===== src/rtl/rv32_id_stage.sv =====
// RV32I decode / operand-select stage feeding the ALU through a valid/ready output register.
// Define RV32_ID_SKID_EN to add a second skid entry with a registered instr_ready_out.
module rv32_id_stage #(
    parameter int          XLEN        = 32,
    parameter logic [31:0] LINK_OFFSET = 32'd4
) (
    input  logic            clk_in,
    input  logic            rst_n_in,
    input  logic            flush_in,
    input  logic            instr_valid_in,
    output logic            instr_ready_out,
    input  logic [31:0]     instr_in,
    input  logic [XLEN-1:0] pc_in,
    output logic [4:0]      rs1_addr_out,
    output logic [4:0]      rs2_addr_out,
    input  logic [XLEN-1:0] rs1_data_in,
    input  logic [XLEN-1:0] rs2_data_in,
    output logic            ex_valid_out,
    input  logic            ex_ready_in,
    output logic [XLEN-1:0] op_1_out,
    output logic [XLEN-1:0] op_2_out,
    output logic [3:0]      opcode_out,
    output logic [4:0]      rd_addr_out,
    output logic            rd_wr_en_out,
    output logic            mem_rd_out,
    output logic            mem_wr_out,
    output logic [XLEN-1:0] store_data_out,
    output logic            illegal_out
);

    typedef struct packed {
        logic [XLEN-1:0] op1;
        logic [XLEN-1:0] op2;
        logic [3:0]      alu_op;
        logic [4:0]      rd;
        logic            wr_en;
        logic            mem_rd;
        logic            mem_wr;
        logic [XLEN-1:0] st_data;
        logic            illegal;
    } bundle_t;

    bundle_t bundle_d;
    bundle_t main_q;
    logic    main_valid_q;

    logic [2:0]      funct3;
    logic [6:0]      funct7;
    logic [XLEN-1:0] imm_i, imm_s, imm_b, imm_u, imm_sh;
    logic            is_shift;
    logic            bad;
    logic            wr;

    assign rs1_addr_out = instr_in[19:15];
    assign rs2_addr_out = instr_in[24:20];

    assign funct3   = instr_in[14:12];
    assign funct7   = instr_in[31:25];
    assign imm_i    = {{20{instr_in[31]}}, instr_in[31:20]};
    assign imm_s    = {{20{instr_in[31]}}, instr_in[31:25], instr_in[11:7]};
    assign imm_b    = {{20{instr_in[31]}}, instr_in[7], instr_in[30:25], instr_in[11:8], 1'b0};
    assign imm_u    = {instr_in[31:12], 12'b0};
    assign imm_sh   = {27'b0, instr_in[24:20]};
    assign is_shift = (funct3 == 3'b001) || (funct3 == 3'b101);

    always_comb begin
        bundle_d = '0;
        bad      = 1'b0;
        wr       = 1'b0;
        if (instr_in[1:0] != 2'b11) begin
            bad = 1'b1;
        end else begin
            unique case (instr_in[6:2])
                5'b01100: begin
                    bundle_d.op1    = rs1_data_in;
                    bundle_d.op2    = rs2_data_in;
                    bundle_d.alu_op = {instr_in[30], funct3};
                    wr              = 1'b1;
                    if (funct7 != 7'h00 && funct7 != 7'h20)
                        bad = 1'b1;
                    if (funct7 == 7'h20 && funct3 != 3'b000 && funct3 != 3'b101)
                        bad = 1'b1;
                end
                5'b00100: begin
                    bundle_d.op1    = rs1_data_in;
                    bundle_d.op2    = is_shift ? imm_sh : imm_i;
                    bundle_d.alu_op = {(funct3 == 3'b101) & instr_in[30], funct3};
                    wr              = 1'b1;
                    // SLLI only allows funct7 0; SRLI/SRAI allow 0x00 / 0x20
                    if (is_shift && funct7 != 7'h00 &&
                        !(funct3 == 3'b101 && funct7 == 7'h20))
                        bad = 1'b1;
                end
                5'b01101: begin
                    bundle_d.op2 = imm_u;
                    wr           = 1'b1;
                end
                5'b00101: begin
                    bundle_d.op1 = pc_in;
                    bundle_d.op2 = imm_u;
                    wr           = 1'b1;
                end
                5'b00000: begin
                    bundle_d.op1    = rs1_data_in;
                    bundle_d.op2    = imm_i;
                    bundle_d.mem_rd = 1'b1;
                    wr              = 1'b1;
                end
                5'b01000: begin
                    bundle_d.op1     = rs1_data_in;
                    bundle_d.op2     = imm_s;
                    bundle_d.mem_wr  = 1'b1;
                    bundle_d.st_data = rs2_data_in;
                end
                5'b11011, 5'b11001: begin
                    bundle_d.op1 = pc_in;
                    bundle_d.op2 = LINK_OFFSET;
                    wr           = 1'b1;
                end
                5'b11000: begin
                    bundle_d.op1 = pc_in;
                    bundle_d.op2 = imm_b;
                end
                5'b00011, 5'b11100: begin
                end
                default: bad = 1'b1;
            endcase
        end
        if (bad)
            bundle_d = '0;
        bundle_d.illegal = bad;
        bundle_d.rd      = instr_in[11:7];
        bundle_d.wr_en   = wr && !bad && (instr_in[11:7] != 5'd0);
    end

    logic accept, drain;
    assign drain  = main_valid_q & ex_ready_in;
    assign accept = instr_valid_in & instr_ready_out;

`ifdef RV32_ID_SKID_EN
    bundle_t skid_q;
    logic    skid_valid_q;

    assign instr_ready_out = !skid_valid_q;

    always_ff @(posedge clk_in or negedge rst_n_in) begin
        if (!rst_n_in) begin
            main_q       <= '0;
            main_valid_q <= 1'b0;
            skid_q       <= '0;
            skid_valid_q <= 1'b0;
        end else if (flush_in) begin
            main_valid_q <= 1'b0;
            skid_valid_q <= 1'b0;
        end else if (skid_valid_q) begin
            if (drain) begin
                main_q       <= skid_q;
                skid_valid_q <= 1'b0;
            end
        end else if (accept) begin
            if (!main_valid_q || drain) begin
                main_q       <= bundle_d;
                main_valid_q <= 1'b1;
            end else begin
                skid_q       <= bundle_d;
                skid_valid_q <= 1'b1;
            end
        end else if (drain) begin
            main_valid_q <= 1'b0;
        end
    end
`else
    assign instr_ready_out = !main_valid_q | ex_ready_in;

    always_ff @(posedge clk_in or negedge rst_n_in) begin
        if (!rst_n_in) begin
            main_q       <= '0;
            main_valid_q <= 1'b0;
        end else if (flush_in) begin
            main_valid_q <= 1'b0;
        end else if (accept) begin
            main_q       <= bundle_d;
            main_valid_q <= 1'b1;
        end else if (drain) begin
            main_valid_q <= 1'b0;
        end
    end
`endif

    assign ex_valid_out   = main_valid_q;
    assign op_1_out       = main_q.op1;
    assign op_2_out       = main_q.op2;
    assign opcode_out     = main_q.alu_op;
    assign rd_addr_out    = main_q.rd;
    assign rd_wr_en_out   = main_q.wr_en;
    assign mem_rd_out     = main_q.mem_rd;
    assign mem_wr_out     = main_q.mem_wr;
    assign store_data_out = main_q.st_data;
    assign illegal_out    = main_q.illegal;

endmodule


===== config.mk =====
export PLATFORM = sky130hd
export DESIGN_NAME = rv32_id_stage
export DESIGN_NICKNAME = d
export VERILOG_FILES = /design/src/rtl/rv32_id_stage.sv
export SDC_FILE = /design/constraint.sdc
export NUM_CORES = 1
export LEC_CHECK = 0
export ABC_AREA = 1
export ABC_CLOCK_PERIOD_IN_PS = 3600
export BUFFER_PORTS_ARGS = -buffer_cell sky130_fd_sc_hd__buf_2
export CAP_MARGIN = 20
export CORE_ASPECT_RATIO = 1.1
export CORE_MARGIN = 2
export CORE_UTILIZATION = 54
export CTS_BUF_LIST = sky130_fd_sc_hd__clkbuf_4 sky130_fd_sc_hd__clkbuf_8
export CTS_CLUSTER_DIAMETER = 60
export DETAILED_ROUTE_END_ITERATION = 7
export PLACE_DENSITY_LB_ADDON = 0.08
export SYNTH_ARGS = -nofsm -noshare
export SYNTH_HDL_FRONTEND = slang
export SYNTH_SLANG_ARGS = --single-unit

===== constraint.sdc =====
create_clock -name clk_in -period 3.6 [get_ports clk_in]
set_input_delay 0.18 -clock clk_in [delete_from_list [all_inputs] [get_ports clk_in]]
set_output_delay 0.18 -clock clk_in [all_outputs]
set_load 0.1 [all_outputs]

==> out/qor.csv, run 1 <==
stage,metric,value,unit
setup_path,kind of critical path,input port to flop,
min_path,min-delay worst type,input port to flop,
logic_synthesis,cells after synthesis,862,
setup_path,CP bufs+invs,5,
logic_synthesis,sequential area share after synthesis,46.0,%
route,DR iter-0 viols,570,
cts,worst skew pair latency,390,ps
cts,TritonCTS Sinks,110,
timing,setup TNS,0,ps
final_layout,"most common cell after layout, fill and taps aside",nand2_1,
logic_synthesis,Synth area leaders,"dfrtp_1 46%, nand2_1 25%, nand3_1 5.4%, nor2_1 5.4%, o21ai_0 3.8%",
final_layout,NumNets Final,1210,
final_layout,Area growth syn-to-layout,24.7,%
logic_synthesis,post-synthesis cell area,5980,sq um
grt,GRT Total Usage,32.4,%
grt,first-pass GRT wire length,30.5,mm
setup_path,worst-path cell chain,dlygate4sd3_1 > buf_2 > nor2_1 > nand2_4 > clkinv_1 > buf_4 > nand2_1 > buf_4 > nor2_1 > nand2_1 > nand2_1,
timing,post-route minimum period,2520,ps
logic_synthesis,synthesized flop and latch total,110,
placement,Routability Congestion,0.945,
timing,Worst Skew,6.90,ps
logic_synthesis,Mean Syn Cell Area,6.94,sq um
cts,Worst-path clk slew,100,ps
cts,post_cts resized,0,
final_layout,Final Util,68.7,%
floorplanning,Core ar.,10900,sq um
timing,Max Clk Rate,397,MHz
timing,fin crit share,70.0,%
cts,Setup Buffers After CTS,0,
route,Routed WL,19.0,mm
placement,port bufs,253,
final_layout,antenna fix cells,0,
final_layout,"commonest non-fill, non-tap cells in the layout","402 x nand2_1, 252 x buf_2, 110 x dfrtp_1",
power,leak pwr,4.29,nW
floorplanning,die outline width,104,microns
route,1st-pass router iterations,6,
setup_path,Crit path largest cell delay,560,ps
logic_synthesis,Synth area leader,dfrtp_1,
timing,worst slew pin tran,908,ps
final_layout,layout cell share with drive strength beyond 1,27.4,%
grt,largest net degree at the start of global routing,80,
route,post-route DRC violation count,0,
cts,CTS H-Tree Depth,3,
setup_path,CP Max Fanout,31,
cts,Post-CTS Hold Fix Bufs,2,
timing,fin worst setup slack,1080,ps
route,routed via count,6496,
timing,fin. max-slew vios,0,
setup_path,Critical Path AT,2850,ps
timing,Slew Limit Headroom,39.3,%
route,drt via density,5.29,
placement,Final HPWL DP,13.5,mm
logic_synthesis,warnings from Yosys,0,
setup_path,Worst Setup Start Kind,input port,
timing,Final Hold Viols,0,
route,antenna-violating nets left,0,
status,status,"finished, final reports clean",
power,Worst VDD drop,0.211,mV
logic_synthesis,share of the synthesized area in the top cell type,46.0,%
placement,post-place setup slack,1030,ps
floorplanning,DIE AREA,11900,sq um
grt,vias in the first global route,5942,
setup_path,Crit path top cell by count,nand2_1,
cts,root buffer cell,clkbuf_8,
cts,Max Root-Sink Buffers,2,
floorplanning,Initial Util,55.1,%
logic_synthesis,post-synth net total,995,
grt,initial antenna violation count,0,
floorplanning,die height,114,microns
timing,RSZ-0062 raised after global routing,no,
grt,gr ovfl total,0,
setup_path,Critical Path Sink Type,flop,
route,wire per inst,15.4,microns
logic_synthesis,Yosys cell types,23,
cts,number of buffers created by CTS,9,
setup_path,"Slowest-stage cell, CP",nand2_1,
floorplanning,Rows,40,
job,max-cap viol count,0,
floorplanning,I/O Pins,254,
cts,CTS tree,done,
setup_path,CP top delay family,buffers and inverters,
timing,final setup fails,0,
power,power density over the cells,351,nW/um^2
setup_path,required time worst endpoint,3930,ps
==> registers in the layout (all words and copies together) (netlist names), 4 cells and up <==
name	flops
rd_addr_out	5
op_1_out	32
op_2_out	32
opcode_out	4
store_data_out	32
==> tightest hold or removal path, stage by stage <==
cell and delay (ps):
buf_2 100, inv_1 60, a21oi_1 60
==> path summary, 6_finish.rpt <==
kind | cells after the start | endpoint | start | slack, ps
min reg2reg | 2 | op_2_out[4]$_DFFE_PN0P_ | op_2_out[4]$_DFFE_PN0P_ | 480
max in group asynchronous | 3 | op_2_out[0]$_DFFE_PN0P_ | rst_n_in | 2430
min | 3 | ex_valid_out$_DFFE_PN0P_ | instr_valid_in | 40
max | 11 | op_2_out[2]$_DFFE_PN0P_ | flush_in | 1080
max reg2reg | 7 | op_1_out[10]$_DFFE_PN0P_ | ex_valid_out$_DFFE_PN0P_ | 1110
min in group asynchronous | 2 | op_2_out[17]$_DFFE_PN0P_ | rst_n_in | 440
==> metrics by stage <==
stage               hold WS [ps]  std cells  total power (W)  area [sq um]
floorplan                   -116        862          0.00163          5980
global placement             338       1211          0.00181          7220
detailed placement           341       1211          0.00181          7220
CTS                         28.3       1229          0.00262          7460
global route                69.1       1229          0.00272          7460
finish                      38.5       1229          0.00262          7460
==> cell usage after synthesis <==
cell type    n
o31ai_1      2
buf_2       11
buf_6        4
o21ai_0     46
buf_1        6
inv_2        6
clkinv_1     2
nor2_4       2
nor2_2       2
nor2_8       1
clkbuf_1    29
dfrtp_1    110
o211ai_1     6
nand3_1     65
nand3_2      4
nand2_1    403
nand4_1     19
or2_1        1
inv_1       19
buf_4       11
nor2_1      86
o41ai_1      2
a21oi_1     25
==> power by group <==
| group | switching, W | total [W] | internal (W) | leakage, nW |
|---|---|---|---|---|
| Combinational | 0.000411 | 0.000527 | 0.000115 | 2.66 |
| Clock | 0.000423 | 0.000830 | 0.000406 | 0.112 |
| Sequential | 0.00000997 | 0.00126 | 0.00125 | 1.52 |
| Total | 0.000845 | 0.00262 | 0.00177 | 4.29 |
==> metal layers <==
layer	GRT usage [%]	part of all wire, %
met1	41.0	40
met2	54.5	49
met3	6.09	8.2
met4	14.7	3.3
met5	0	0
==> cells by family after synthesis <==
group,after synthesis,synth area share [%]
buffers and inverters,88,6.94
and+or+nand+nor,583,39.8
AOI/OAI and AO/OA,81,7.24
DFF,110,46.0
==> final cells by class <==
class                           instances  area [sq um]
Inverter                               27           101
Fill cell                             978          3400
Tap cell                              147           184
Clock buffer                           14           186
Sequential cell                       110          2750
Timing Repair Buffer                  265          1380
Clock inverter                          2          37.5
Multi-Input combinational cell        664          2820
No activity file was read; power rests on OpenSTA's default activity.
==> run 2, diff against run 1 <==
--- a/config.mk
+++ b/config.mk
@@ -6,12 +6,12 @@
 export NUM_CORES = 1
 export LEC_CHECK = 0
 export ABC_AREA = 1
-export ABC_CLOCK_PERIOD_IN_PS = 3600
+export ABC_CLOCK_PERIOD_IN_PS = 2400
 export BUFFER_PORTS_ARGS = -buffer_cell sky130_fd_sc_hd__buf_2
 export CAP_MARGIN = 20
 export CORE_ASPECT_RATIO = 1.1
 export CORE_MARGIN = 2
-export CORE_UTILIZATION = 54
+export CORE_UTILIZATION = 50
 export CTS_BUF_LIST = sky130_fd_sc_hd__clkbuf_4 sky130_fd_sc_hd__clkbuf_8
 export CTS_CLUSTER_DIAMETER = 60
 export DETAILED_ROUTE_END_ITERATION = 7
==> constraint.sdc (replaced) <==
create_clock -name clk_in -period 2.4 [get_ports clk_in]
set_input_delay 0.12 -clock clk_in [delete_from_list [all_inputs] [get_ports clk_in]]
set_output_delay 0.12 -clock clk_in [all_outputs]
set_load 0.1 [all_outputs]
==> run 2 against run 1 <==
Sequential share of layout area down 0.33 points. Die area up 7.7%. Critical path type unchanged. Count of clock-buffer cells in the layout down 3. Critical endpoint is now op_2_out[14]$_DFFE_PN0P_. Largest cell class unchanged. Via count down 1.7%.
==> out/qor.csv, run 2 (synthesized netlist as in run 1, its figures left out) <==
stage,metric,value,unit,change
timing,worst slew pin tran,990,ps,+81.7 ps
timing,Max Clk Rate,563,MHz,
timing,fin crit share,74.1,%,
power,Worst VDD drop,0.245,mV,+16%
final_layout,Filler cells,1169,,+20%
grt,vias in the first global route,6065,,+2.1%
final_layout,layout cell share with drive strength beyond 1,28.0,%,+0.60 points
timing,final setup fails,0,,unchanged
setup_path,kind of critical path,input port to flop,,
timing,post-route minimum period,1780,ps,
final_layout,antenna fix cells,0,,unchanged
floorplanning,Initial Util,51.6,%,-3.5 points
route,Routed WL,18.9,mm,-0.63%
route,routed via count,6384,,-1.7%
placement,Routability Congestion,0.965,,+2.1%
setup_path,worst-path cell chain,dlygate4sd3_1 > buf_2 > nor2_1 > nand2_4 > clkinv_1 > buf_4 > nand2_1 > buf_4 > nor2_1 > nand2_1 > nand2_1,,
final_layout,Area growth syn-to-layout,25.9,%,
power,power density over the cells,505,nW/um^2,+44%
placement,port bufs,253,,unchanged
timing,RSZ-0062 raised after global routing,no,,
final_layout,"non-filler cells, final",1241,,+0.98%
final_layout,"most common cell after layout, fill and taps aside",nand2_1,,
route,post-route DRC violation count,0,,unchanged
cts,worst skew pair latency,390,ps,about the same
final_layout,NumNets Final,1219,,+0.74%
min_path,min-delay worst type,input port to flop,,
route,1st-pass router iterations,5,,-1
cts,CTS tree,done,,
cts,Setup Buffers After CTS,0,,unchanged
final_layout,multi-input logic area,2830,sq um,+0.27%
setup_path,CP top delay family,buffers and inverters,,
placement,placed insts,1221,,+0.83%
setup_path,"Slowest-stage cell, CP",dlygate4sd3_1,,
grt,GRT Total Usage,30.1,%,-2.4 points
route,DR iter-0 viols,459,,-19%
placement,Final HPWL DP,13.9,mm,+2.8%
final_layout,Layout Cell Area excl Fill,7530,sq um,+0.96%
route,antenna-violating nets left,0,,unchanged
timing,Final Hold Viols,0,,unchanged
timing,Slew Limit Headroom,33.8,%,-5.5 points
floorplanning,die height,119,microns,+3.8%
cts,CTS H-Tree Depth,3,,unchanged
grt,initial antenna violation count,0,,unchanged
power,leak pwr,4.34,nW,+1.0%
cts,TritonCTS Sinks,110,,unchanged
placement,Placed Area,7310,sq um,+1.2%
cts,number of buffers created by CTS,9,,unchanged
timing,fin. max-slew vios,0,,unchanged
grt,gr ovfl total,0,,unchanged
cts,root buffer cell,clkbuf_8,,
setup_path,Critical Path Sink Type,flop,,
job,max-cap viol count,0,,unchanged
timing,Worst Skew,10.0,ps,+3.10 ps
floorplanning,die outline width,108,microns,+3.8%
setup_path,Critical Path AT,2110,ps,-740 ps
floorplanning,Core ar.,11600,sq um,+6.8%
floorplanning,Rows,41,,+2.5%
setup_path,CP Max Fanout,32,,+3.2%
setup_path,Worst Setup Start Kind,input port,,
route,wire per inst,15.2,microns,-1.6%
final_layout,"commonest non-fill, non-tap cells in the layout","401 x nand2_1, 252 x buf_2, 109 x dfrtp_1",,
route,drt via density,5.14,,-2.7%
setup_path,Crit path top cell by count,nand2_1,,
grt,first-pass GRT wire length,30.3,mm,-0.72%
cts,post_cts resized,0,,unchanged
grt,largest net degree at the start of global routing,101,,+26%
setup_path,Crit path largest cell delay,540,ps,-20 ps
setup_path,required time worst endpoint,2730,ps,-1200 ps
status,status,"finished, final reports clean",,
cts,Worst-path clk slew,110,ps,about the same
timing,setup TNS,0,ps,unchanged
setup_path,CP bufs+invs,5,,unchanged
floorplanning,DIE AREA,12900,sq um,+7.7%
final_layout,register area,2750,sq um,about the same
cts,Max Root-Sink Buffers,2,,unchanged
floorplanning,I/O Pins,254,,unchanged
[run 2: changes by cell type in the layout (fill, tap and decap cells not counted)]
cell / delta
buf_12: +2
buf_4: +5
bufinv_16: -1
clkbuf_8: -3
clkinv_2: +1
clkinv_4: +1
clkinvlp_4: -1
dfrtp_1: -1
dfrtp_2: +1
dlygate4sd3_1: +2
inv_6: +3
nand2_1: -1
nand2_4: +1
[run 2: final timing paths]
path,end,cells after the start,slack (ps),startpoint
max reg2reg,store_data_out[3]$_DFFE_PN0P_,6,640,ex_valid_out$_DFFE_PN0P_
max in group asynchronous,op_1_out[14]$_DFFE_PN0P_,3,1400,rst_n_in
max,op_2_out[14]$_DFFE_PN0P_,11,620,flush_in
min in group asynchronous,store_data_out[25]$_DFFE_PN0P_,2,300,rst_n_in
min,store_data_out[23]$_DFFE_PN0P_,3,3,rs2_data_in[23]
min reg2reg,op_1_out[19]$_DFFE_PN0P_,2,480,op_1_out[19]$_DFFE_PN0P_
[run 2: stage by stage]
stage                     setup slack [ps]  power [W]  hold slack (ps)  utilization (%)
after floorplan                        209    0.00245             -176                -
after global placement                 476    0.00273              201             63.0
after detailed placement               414    0.00273              196             63.0
after CTS                              649    0.00382            0.514             65.0
after global routing                   451    0.00395             8.65             65.0
final                                  623    0.00381             3.26             65.0
[run 2: layer usage]
layer,vias up,GRT usage [%],wire length [microns]
li1,3163,-,-
met1,2933,39.4,7900
met2,255,50.1,9100
met3,33,4.63,1340
met4,0,11.0,520
met5,-,0,0
[run 2: timing repair]
| item | CTS | global route |
|---|---|---|
| setup endpoints to repair | 0 | 0 |
| hold endpoints to repair | 49 | 0 |
| hold buffers | 4 | 0 |
[run 2: report_power, final]
group	switching, W	leakage [nW]	internal [W]
logic	0.000618	2.71	0.000187
clock network	0.000675	0.0981	0.000431
registers	0.0000148	1.52	0.00188
total	0.00131	4.34	0.00250
[run 2: cell type report]
cell class	instances	area share (%)
Clock buffer	11	1.93
Clock inverter	5	0.531
Inverter	27	1.35
Multi-Input combinational cell	664	37.6
Sequential cell	110	36.6
Tap cell	150	2.49
Timing Repair Buffer	274	19.6
[run 2: worst min-delay path, cell delays in order]
cell and delay, ps:
buf_2 110, nand3_1 60, o21ai_0 70
==> run 3, diff against run 2 <==
--- a/config.mk
+++ b/config.mk
@@ -5,13 +5,13 @@
 export SDC_FILE = /design/constraint.sdc
 export NUM_CORES = 1
 export LEC_CHECK = 0
-export ABC_AREA = 1
-export ABC_CLOCK_PERIOD_IN_PS = 2400
+export ABC_AREA = 0
+export ABC_CLOCK_PERIOD_IN_PS = 1400
 export BUFFER_PORTS_ARGS = -buffer_cell sky130_fd_sc_hd__buf_2
 export CAP_MARGIN = 20
 export CORE_ASPECT_RATIO = 1.1
 export CORE_MARGIN = 2
-export CORE_UTILIZATION = 50
+export CORE_UTILIZATION = 42
 export CTS_BUF_LIST = sky130_fd_sc_hd__clkbuf_4 sky130_fd_sc_hd__clkbuf_8
 export CTS_CLUSTER_DIAMETER = 60
 export DETAILED_ROUTE_END_ITERATION = 7
==> constraint.sdc (replaced) <==
create_clock -name clk_in -period 1.4 [get_ports clk_in]
set_input_delay 0.07 -clock clk_in [delete_from_list [all_inputs] [get_ports clk_in]]
set_output_delay 0.07 -clock clk_in [all_outputs]
set_load 0.1 [all_outputs]
==> run 3 against run 2 <==
The flow now finishes with violations (setup timing). Clock power rose by 74%. Sequential share of layout area decreased by 2.6 points. Sequential power rose by 71%. Power grew 77%. Non-clock buffer count up 136. Utilization rose by 6.3 points. Worst hold slack improved by 8.8 ps. Critical path depth down 5. Die area decreased by 2.7%. First-iteration DRC count fell by 15%. Count of clock-buffer cells in the layout fell by 2. Largest power group unchanged.
==> out/qor.csv, run 3 <==
stage,metric,value,unit,change
final_layout,"most common cell after layout, fill and taps aside",buf_2,,
timing,post-route minimum period,1680,ps,
min_path,min-delay worst type,input port to flop,,
final_layout,"commonest non-fill, non-tap cells in the layout","251 x buf_2, 109 x dfrtp_1, 92 x dlygate4sd3_1",,
logic_synthesis,post-synthesis cell area,4880,sq um,-18%
placement,port bufs,253,,unchanged
cts,Max Root-Sink Buffers,2,,unchanged
cts,worst skew pair latency,370,ps,-20 ps
timing,fin crit share,120,%,
final_layout,multi-input logic area,2030,sq um,-28%
grt,first-pass GRT wire length,26.8,mm,-11%
setup_path,FF-to-FF Start,ex_valid_out$_DFFE_PN0P_,,
power,Gate power share,23.1,%,+1.9 points
route,1st-pass router iterations,5,,unchanged
timing,Slew Limit Headroom,65.8,%,+32 points
placement,Final HPWL DP,11.6,mm,-17%
timing,final setup fails,109,,+109
logic_synthesis,Synth area leader,dfrtp_1,,
logic_synthesis,Main synth FF type,dfrtp_1,,
floorplanning,die outline width,107,microns,-1.4%
setup_path,Reg2Reg Setup Slack,-280,ps,-920 ps
power,leak pwr,4.12,nW,-5.1%
power,sequential power share,48.3,%,-1.5 points
final_layout,Filler cells,872,,-25%
power,Sw Ratio,31.2,%,-3.2 points
setup_path,RR Endpoint,store_data_out[19]$_DFFE_PN0P_,,
cts,CTS tree,done,,
final_layout,register area,2760,sq um,about the same
cts,root buffer cell,clkbuf_8,,
setup_path,Critical Path Sink Type,flop,,
logic_synthesis,Yosys cell types,45,,+96%
floorplanning,Core ar.,11400,sq um,-1.8%
power,P_sw,0.00210,W,+61%
logic_synthesis,share of the synthesized area in the top cell type,56.4,%,+10 points
status,failing checks,setup timing,,
cts,number of buffers created by CTS,9,,unchanged
grt,gr ovfl total,0,,unchanged
logic_synthesis,most common cell in the netlist,dfrtp_1,,
job,max-cap viol count,0,,unchanged
setup_path,Reg2Reg Depth,6,,unchanged
logic_synthesis,asr flop ratio synth,100,%,unchanged
timing,Max Clk Rate,595,MHz,
route,antenna-violating nets left,0,,unchanged
grt,largest net degree at the start of global routing,40,,-60%
final_layout,Area growth syn-to-layout,66.2,%,
route,post-route DRC violation count,0,,unchanged
power,Clk pwr share,28.6,%,-0.5 points
logic_synthesis,Mean Syn Cell Area,10.5,sq um,+52%
floorplanning,DIE AREA,12500,sq um,-2.7%
route,drt via density,5.40,,+4.9%
cts,Worst-path clk slew,110,ps,about the same
placement,Routability Congestion,0.815,,-16%
timing,setup TNS,-24140,ps,-24140 ps
route,Routed WL,18.0,mm,-4.3%
status,status,finished with violations,,
final_layout,Final Util,71.2,%,+6.3 points
route,DR iter-0 viols,389,,-15%
final_layout,antenna fix cells,0,,unchanged
timing,fin. max-slew vios,0,,unchanged
grt,initial antenna violation count,0,,unchanged
grt,vias in the first global route,5483,,-9.6%
logic_synthesis,synthesized flop and latch total,110,,unchanged
final_layout,layout cell share with drive strength beyond 1,45.6,%,+18 points
setup_path,CP endpoint,store_data_out[19]$_DFFE_PN0P_,,
power,power density over the cells,830,nW/um^2,+64%
logic_synthesis,sequential area share after synthesis,56.4,%,+10 points
setup_path,CP Max Fanout,15,,-53%
timing,hold slack,12.0,ps,+8.77 ps
floorplanning,I/O Pins,254,,unchanged
logic_synthesis,post-synth net total,596,,-40%
timing,worst slew pin tran,517,ps,-473 ps
logic_synthesis,Post-synth EDFFs,0,,unchanged
logic_synthesis,Commonest cells post-synth,"110 x dfrtp_1, 72 x nand2_1, 66 x o21ai_0, 39 x a22oi_1, 33 x clkbuf_1",,
setup_path,kind of critical path,flop to flop,,
logic_synthesis,Synth area leaders,"dfrtp_1 56%, o21ai_0 6.8%, a22oi_1 6.0%, a22o_1 5.7%, nand2_1 5.5%",,
cts,CTS H-Tree Depth,3,,unchanged
timing,fin worst setup slack,-280,ps,-902 ps
cts,TritonCTS Sinks,110,,unchanged
power,Worst VDD drop,0.444,mV,+81%
final_layout,NumNets Final,967,,-21%
grt,GRT Total Usage,27.8,%,-2.3 points
floorplanning,Initial Util,42.9,%,-8.7 points
logic_synthesis,cells after synthesis,463,,-46%
floorplanning,Rows,41,,unchanged
timing,Final Hold Viols,0,,unchanged
timing,Worst Skew,10.4,ps,+0.392 ps
route,routed via count,5337,,-16%
setup_path,Critical Path AT,1990,ps,-120 ps
timing,RSZ-0062 raised after global routing,yes,,
power,internal power,0.00463,W,+85%
setup_path,Worst Setup Start Kind,flop,,
setup_path,Crit. Startpoint,ex_valid_out$_DFFE_PN0P_,,
floorplanning,die height,117,microns,-1.4%
setup_path,required time worst endpoint,1710,ps,-1020 ps
route,wire per inst,18.2,microns,+20%
logic_synthesis,warnings from Yosys,0,,unchanged
==> run 3: cell type report <==
type                            instances  share of cell area, %
Tap cell                              150                   2.31
Multi-Input combinational cell        299                   25.0
Timing Repair Buffer                  410                   36.1
Sequential cell                       110                   34.0
Inverter                                4                  0.185
Clock inverter                          7                  0.910
Clock buffer                            9                   1.53
==> run 3: kinds of logic (layout without fill, tap and decap cells) <==
group                  Yosys count  count (layout)  synth area share (%)
flip-flops                     110             110                  56.4
AO/OA/AOI/OAI                  185             185                  26.4
multiplexers                     6               6                  1.36
buffers and inverters           54             430                  5.48
XOR/XNOR                         1               1                 0.179
AND/OR/NAND/NOR                107             107                  10.1
==> run 3: worst min-delay path by stage <==
| stage | start | to | cells after the start |
|---|---|---|---|
| floorplan | rst_n_in | illegal_out$_DFFE_PN0P_ | 0 |
| global placement | rst_n_in | store_data_out[18]$_DFFE_PN0P_ | 1 |
| detailed placement | rst_n_in | op_2_out[18]$_DFFE_PN0P_ | 1 |
| CTS | instr_in[8] | rd_addr_out[1]$_DFFE_PN0P_ | 2 |
| global route | instr_in[8] | rd_addr_out[1]$_DFFE_PN0P_ | 2 |
| finish | pc_in[15] | op_1_out[15]$_DFFE_PN0P_ | 3 |
==> run 3: worst max-delay path: stages, from the launching register on <==
cell       delay (ps)
dfrtp_4           500
nand2b_4           80
nand3b_1          160
nor3_4            220
and4_4            330
clkbuf_16         200
a22o_1            120
==> run 3: through the flow <==
step                      cell area, sq um  cells  total power [W]  worst slack [ps]
after floorplan                       4970    463          0.00407              -565
after global placement                6650    873          0.00458              -442
after detailed placement              6650    873          0.00460              -517
after CTS                             7970    986          0.00677              -267
after global routing                  8110    989          0.00702              -337
final                                 8110    989          0.00673              -280
==> run 3: power by group through the flow <==
stage,clock [W],combinational (W),sequential [W]
global placement,0,0.00127,0.00331
finish,0.00193,0.00156,0.00325
floorplan,0,0.000409,0.00366
detailed placement,0,0.00129,0.00331
global route,0.00211,0.00165,0.00326
CTS,0.00199,0.00153,0.00325
==> run 3: repair_timing <==
item	CTS	global route
cloned	2	2
endpoints found under the hold margin	180	0
resized for setup	39	28
hold buffers	92	0
endpoints found under the setup margin	109	109
pin swaps	3	2
buffers inserted	4	1
==> run 3: routing by layer <==
| layer | part of all wire (%) | track usage, % | vias up |
|---|---|---|---|
| li1 | - | - | 2461 |
| met1 | 40 | 32.5 | 2593 |
| met2 | 51 | 49.3 | 240 |
| met3 | 6.3 | 5.26 | 43 |
| met4 | 2.8 | 13.6 | 0 |
| met5 | 0 | 0 | - |
